**src/rtl/if_id_queue.sv**
```systemverilog
// if_id_queue: DEPTH-entry FIFO of {pc, inst, slot_end} beats between fetch and decode.
// Valid/ready on both sides; a synchronous flush empties the queue and drops the
// beat offered in the same cycle. Occupancy count is the sole full/empty indicator.
module if_id_queue #(
    parameter int unsigned          PC_W   = 64,
    parameter int unsigned          INST_W = 32,
    parameter int unsigned          DEPTH  = 4,
    parameter logic [INST_W-1:0]    NOP    = '0,
    localparam int unsigned         CNT_W  = $clog2(DEPTH + 1)
) (
    input  logic              clk,
    input  logic              rst_n,
    input  logic              in_valid,
    output logic              in_ready,
    input  logic [PC_W-1:0]   in_pc,
    input  logic [INST_W-1:0] in_inst,
    input  logic              in_slot_end,
    input  logic              flush,
    output logic              out_valid,
    input  logic              out_ready,
    output logic [PC_W-1:0]   out_pc,
    output logic [INST_W-1:0] out_inst,
    output logic              out_slot_end,
    output logic [CNT_W-1:0]  count
);

    localparam int unsigned      PTR_W = $clog2(DEPTH);
    localparam logic [CNT_W-1:0] FULL  = CNT_W'(DEPTH);

    logic [PC_W-1:0]   pc_mem   [DEPTH];
    logic [INST_W-1:0] inst_mem [DEPTH];
    logic              se_mem   [DEPTH];

    logic [PTR_W-1:0] wr_ptr;
    logic [PTR_W-1:0] rd_ptr;
    logic [CNT_W-1:0] cnt;
    logic             push;
    logic             pop;

    // Handshake decode; in_ready looks only at occupancy, so a full queue refuses
    // a beat even while its head is being popped.
    always_comb begin
        in_ready  = (cnt != FULL);
        out_valid = (cnt != '0);
        push      = in_valid & in_ready & ~flush;
        pop       = out_valid & out_ready & ~flush;
    end

    // Pointers and occupancy; flush wins over any handshake.
    always_ff @(posedge clk or negedge rst_n) begin
        if (!rst_n) begin
            wr_ptr <= '0;
            rd_ptr <= '0;
            cnt    <= '0;
        end else if (flush) begin
            wr_ptr <= '0;
            rd_ptr <= '0;
            cnt    <= '0;
        end else begin
            if (push) wr_ptr <= wr_ptr + PTR_W'(1);
            if (pop)  rd_ptr <= rd_ptr + PTR_W'(1);
            if (push && !pop)      cnt <= cnt + CNT_W'(1);
            else if (pop && !push) cnt <= cnt - CNT_W'(1);
        end
    end

    // Entry storage: no reset, contents are unobservable while the queue is empty.
    always_ff @(posedge clk) begin
        if (push) begin
            pc_mem[wr_ptr]   <= in_pc;
            inst_mem[wr_ptr] <= in_inst;
            se_mem[wr_ptr]   <= in_slot_end;
        end
    end

    // Head presentation; an empty queue shows a bubble instead of stale storage.
    always_comb begin
        out_pc       = '0;
        out_inst     = NOP;
        out_slot_end = 1'b0;
        if (out_valid) begin
            out_pc       = pc_mem[rd_ptr];
            out_inst     = inst_mem[rd_ptr];
            out_slot_end = se_mem[rd_ptr];
        end
    end

    assign count = cnt;

endmodule

```
**config.mk**
```make
export PLATFORM = sky130hd
export DESIGN_NAME = if_id_queue
export DESIGN_NICKNAME = d
export VERILOG_FILES = /design/src/rtl/if_id_queue.sv
export SDC_FILE = /design/constraint.sdc
export NUM_CORES = 1
export LEC_CHECK = 0
export CELL_PAD_IN_SITES_DETAIL_PLACEMENT = 1
export CELL_PAD_IN_SITES_GLOBAL_PLACEMENT = 1
export CORE_AREA = 2 2 140 278
export DETAILED_ROUTE_END_ITERATION = 8
export DIE_AREA = 0 0 142 280
export GPL_ROUTABILITY_DRIVEN = 0
export PLACE_DENSITY = 0.78
export SKIP_CTS_REPAIR_TIMING = 1
export SYNTH_ARGS = -nofsm -noshare
export SYNTH_HDL_FRONTEND = slang
export SYNTH_SLANG_ARGS = --single-unit
```
**constraint.sdc**
```tcl
create_clock -name clk -period 5.7 [get_ports clk]
set_clock_uncertainty 0.1 [all_clocks]
set_input_delay 1.425 -clock clk [delete_from_list [all_inputs] [get_ports clk]]
set_output_delay 1.425 -clock clk [all_outputs]
set_load 0.1 [all_outputs]
```
==> impl_metrics.csv, run 1 <==
group,metric,value,unit
status,status,"finished clean",
setup_path,required,4.18,ns
timing,worstMarginPinSlew,1.01,ns
yosys,syn_area_per_cell,22.4,um2
global_route,antenna_found_initial,4,
timing,rsz0062_at_grt,"false",
yosys,synth_xor_xnor_area_share,0.115,%
setup_path,critical_path_arrival,3.38,ns
setup_path,critPathTopFamily,"buffers and inverters",
route,totalWireLength,33.4,mm
timing,setup_viol,0,
finish,syn2layout_area_growth,23.9,%
route,viasPerCell,5.20,
route,firstDrtPassIters,4,
yosys,synth_simple_gate_area_share,4.78,%
die,dieWidth,142,um
placement,portBuffers,203,
route,wl_per_cell,24.1,um
global_route,grt_overflow,0,
yosys,synth_cell_types,31,
yosys,syn_area,15200,um2
timing,hold_violations,0,
route,drc,0,
setup_path,crit_buf_inv,2,
cts,cts_inserted_buffers,36,
timing,layout_worst_path_cycle_share,86.1,%
finish,final_nets,1005,
yosys,yosysMostFrequentCell,"edfxtp_1",
route,drt_iter0_markers,320,
finish,post-route-util,49.7,%
placement,hpwl,21.2,mm
yosys,ys_top_cells_by_area,"edfxtp_1 (77%), mux4_2 (14%), and2_1 (4.2%), dfrtp_1 (1.2%), buf_2 (0.49%)",
yosys,synth_common_cells,"edfxtp_1 (388), and2_1 (101), mux4_2 (97)",
timing,fin_crit,4.91,ns
route,ant_nets,0,
yosys,synth-seq-cells,395,
yosys,synth.top_cell.area_share,76.8,%
yosys,synthArstFlopShare,1.77,%
setup_path,path_cells,"or3_2 -> buf_4 -> and2_1 -> clkdlybuf4s50_1",
setup_path,start_kind,"flop",
global_route,groute.usage.overall,17.1,%
cts,root_buffer,"clkbuf_16",
setup_path,end_kind,"output pin",
setup_path,criticalPathCategory,"reg2out",
global_route,grt_pass1_wl,50.3,mm
cts,cts.clk_slew.worst_paths,0.06,ns
worst_hold_path,hold_class,"reg2reg",
timing,max_freq,204,MHz
yosys,synth-main-ff-cell,"edfxtp_1",
setup_path,crit_fanout,39,
global_route,grt_max_degree,51,
yosys,synth_edf_count,388,
timing,relSlewSlack,32.5,%
cts,clock_sinks,395,
yosys,synth-adder-area-share,0.462,%
die,die_area,39800,um2
die,io_pins,204,
yosys,yosys_warnings,0,
yosys,yosysTopAreaCell,"edfxtp_1",
global_route,grt_pass1_vias,8049,
setup_path,slowest_stage,"clkdlybuf4s50_1",
yosys,ys_seq_area_share,78.0,%
die,initial_core_util,40.1,%
run,max-cap-violations,0,
setup_path,slowest_delay,1.17,ns
cts,worst_skew_pair.late_latency,0.52,ns
cts,cts_tree,"done",
die,die_h,280,um
timing,slew_viol_final,0,
cts,cts_buffer_depth,3,
yosys,synthCells,676,
yosys,mappedNetlistNets,783,
yosys,synthMuxAreaShare,14.7,%
finish,layout-drive-gt1-share,25.7,%
yosys,synth-compound-area-share,0.536,%
cts,htreeDepth,2,
yosys,synth_top_family_by_area,"multiplexers",
timing,setup_tns,0,ns
die,row_count,101,
die,coreArea,37800,um2
route,vias,7226,
[metrics by stage]
stage / setup WS (ns) / hold slack, ns / area, um2 / instances
finish: 0.795 / 0.495 / 18800 / 1390
global route: 0.589 / 0.541 / 18800 / 1389
CTS: 0.677 / 0.497 / 18800 / 1388
detailed placement: 1.28 / 0.488 / 17600 / 1323
global placement: 1.37 / 0.479 / 17600 / 1323
floorplan: 0.845 / 0.457 / 15200 / 676
[logic make-up after synthesis]
kind of cell | count (synthesis)
flops | 395
simple gates | 119
mux | 101
buf+inv | 43
compound gates | 11
fa+ha+maj | 5
xor+xnor | 2
[sequential cells by signal (all words and copies together) (netlist names)]
name      flops
pc_mem      256
rd_ptr        2
inst_mem    128
se_mem        4
count         3
wr_ptr        2
[placed cells by master (no fill, tap or decap), drive strengths merged, types with 3 or more instances in the layout]
cell type,n
nor2,9
clkdlybuf4s50,144
clkinvlp,3
clkbuf,41
bufinv,4
mux4,97
dfrtp,7
and2,101
edfxtp,388
clkinv,12
buf,77
ha,4
inv,11
[worst register-to-register path: stages (launching register included)]
cell,delay (ns)
dfrtp_1,0.48
nor3b_1,0.24
nor3_1,0.39
and2_4,0.78
buf_4,0.47
[worst paths after layout]
path / from / to / slack, ns / cells past startpoint
min in group asynchronous: rst_n / wr_ptr[1] / 1.08 / 1
max reg2reg: count[2] / inst_mem[3][28] / 2.92 / 4
max: count[2] / out_pc[13] / 0.79 / 4
min reg2reg: wr_ptr[1] / wr_ptr[1] / 0.49 / 2
min: wr_ptr[1] / wr_ptr[1] / 0.49 / 2
max in group asynchronous: rst_n / rd_ptr[0] / 4.11 / 1
[final cells by class]
type	instances	area, um2
fillers	3390	19000
flip-flops and latches	395	11800
multi-input cells	238	3130
repair buffers	221	2040
clock buffers	41	941
well taps	463	579
clock inverters	24	238
inverters	6	22.5
diodes	2	5.00
[routing by layer]
metal / GRT usage (%) / vias to the layer above / wire, um
met5: 0 / - / 45
met4: 6.36 / 6 / 1060
met3: 2.46 / 69 / 1240
met2: 32.1 / 184 / 19000
met1: 19.5 / 3768 / 12100
li1: - / 3199 / -
Power of run 1 is not shown: default switching activity piles up to over one toggle a cycle in this logic, so the estimate is an artifact.
==> inputs of run 2 (changes only) <==
SLEW_MARGIN = 25   (was not set)
==> results of run 2 <==
Final layout, timing and power as in run 1 (identical DEF).
Power of run 2 is left out for the same reason.
==> inputs of run 3 (changes only) <==
CTS_CLUSTER_DIAMETER = 80   (was not set)
GPL_TIMING_DRIVEN = 0   (was not set)
==> run 3 against run 2 <==
Die area unchanged; core utilization is 0.68 points higher; critical path depth rose by 3; register-to-register slack better by 0.09 ns; clock-buffer cell count is 4 higher; first-iteration DRC count up 15%; final area increased by 1.4%; non-clock buffer count increased by 26; worst setup slack worse by 0.056 ns; critical path type unchanged; flip-flop and latch count stayed put.
==> impl_metrics.csv, run 3 (synthesis gave the netlist of run 1 again) <==
group,metric,value,unit
setup_path,critical_path_arrival,3.44,ns
die,coreArea,37800,um2
cts,htreeDepth,2,
cts,cts_tree,"done",
setup_path,path_cells,"buf_2 -> or3_1 -> buf_2 -> buf_6 -> clkbuf_1 -> and2_1 -> clkdlybuf4s50_1",
cts,cts.clk_slew.worst_paths,0.06,ns
route,vias,7365,
cts,worst_skew_pair.late_latency,0.52,ns
route,ant_nets,0,
placement,hpwl,22.1,mm
finish,largest_registers,"pc_mem x256, inst_mem x128, se_mem x4",
timing,fin_crit,4.96,ns
setup_path,crit_buf_inv,5,
setup_path,end_kind,"output pin",
global_route,grt_util_met3,2.41,%
route,firstDrtPassIters,4,
route,wl_per_cell,23.8,um
cts,clock_sinks,395,
timing,hold_violations,0,
setup_path,required,4.18,ns
global_route,grt_overflow,0,
placement,post-place-ws,1.24,ns
die,die_area,39800,um2
route,drc,0,
timing,slew_viol_final,0,
placement,portBuffers,202,
cts,cts_buffer_depth,3,
route,drt_iter0_markers,369,
cts,root_buffer,"clkbuf_16",
setup_path,criticalPathCategory,"reg2out",
die,dieWidth,142,um
timing,layout_worst_path_cycle_share,87.0,%
global_route,grt_pass1_vias,8444,
global_route,grt_pass1_wl,51.0,mm
run,max-cap-violations,0,
die,io_pins,204,
die,die_h,280,um
timing,setup_tns,0,ns
worst_hold_path,hold_class,"reg2reg",
finish,final_common_cell,"edfxtp_1",
setup_path,cpMostUsedCell,"buf_2",
setup_path,slowest_delay,1.14,ns
die,initial_core_util,40.1,%
finish,final_nets,1031,
finish,syn2layout_area_growth,25.6,%
timing,worstMarginPinSlew,1.08,ns
global_route,grt-busiest-layer,"met2",
status,status,"finished clean",
finish,largest_reg_flops,256,
global_route,grt_max_degree,42,
cts,cts_inserted_buffers,36,
setup_path,slowest_stage,"clkdlybuf4s50_1",
global_route,groute.usage.overall,17.2,%
global_route,grt_util_met1,19.7,%
finish,top_register,"pc_mem",
finish,mostFrequentLayoutCells,"edfxtp_1 (388), clkdlybuf4s50_1 (202), mux4_2 (97), and2_1 (97), clkbuf_16 (37)",
global_route,gr-usage-met2,31.9,%
route,viasPerCell,5.21,
global_route,antenna_found_initial,6,
setup_path,crit_fanout,10,
timing,setup_slack,0.739,ns
timing,setup_viol,0,
timing,rsz0062_at_grt,"false",
die,row_count,101,
placement,place_area,18000,um2
setup_path,start_kind,"flop",
finish,final_area,19100,um2
route,totalWireLength,33.6,mm
timing,max_freq,202,MHz
finish,layout-drive-gt1-share,18.4,%
setup_path,critPathTopFamily,"buffers and inverters",
timing,relSlewSlack,28.0,%
run 3: cell count changes in the layout (fill, tap and decap cells not counted), sizes merged:
| cell | before | now |
|---|---|---|
| clkinvlp | 3 | 0 |
| bufinv | 4 | 2 |
| buf | 77 | 28 |
| clkinv | 12 | 11 |
| clkdlybuf4s50 | 144 | 202 |
| inv | 11 | 7 |
| diode | 2 | 5 |
| clkbuf | 41 | 62 |
run 3: layer usage:
metal	part of all wire (%)	up-vias	wire (um)
met5	0.048	-	16
met4	3.6	2	1220
met3	3.7	65	1260
met2	56	195	19000
met1	36	3859	12100
li1	-	3244	-
run 3: final cells by class:
type / count / area [um2]
clock inverters: 14 / 113
plain buffers: 37 / 199
clock buffers: 45 / 956
inverters: 6 / 22.5
multi-input cells: 238 / 3130
diodes: 5 / 12.5
flip-flops and latches: 395 / 11800
repair buffers: 210 / 2210
fillers: 3399 / 18700
well taps: 463 / 579
run 3: per-stage QoR:
stage                     hold WS [ns]  std cells  utilization (%)
final                            0.506       1413             50.4
after global routing             0.553       1413             50.4
after CTS                        0.513       1408             50.4
after detailed placement         0.504       1349             47.6
after global placement           0.471       1341             47.0
after floorplan                  0.457        676                -
run 3: tightest hold or removal path, stage by stage (launching register included):
cell     delay [ns]
dfrtp_1        0.41
o21ai_0        0.09
a21oi_1        0.06
run 3: path summary, 6_finish.rpt:
check                          start  depth (start not counted)            end  slack (ns)
max in group asynchronous      rst_n                          1      rd_ptr[0]        4.17
max reg2reg                 count[2]                          5  pc_mem[1][26]        3.01
min in group asynchronous      rst_n                          1      wr_ptr[1]        1.07
min                        wr_ptr[0]                          2      wr_ptr[0]        0.51
min reg2reg                wr_ptr[0]                          2      wr_ptr[0]        0.51
max                         count[2]                          7     out_pc[35]        0.74
Power of run 3 is left out for the same reason.
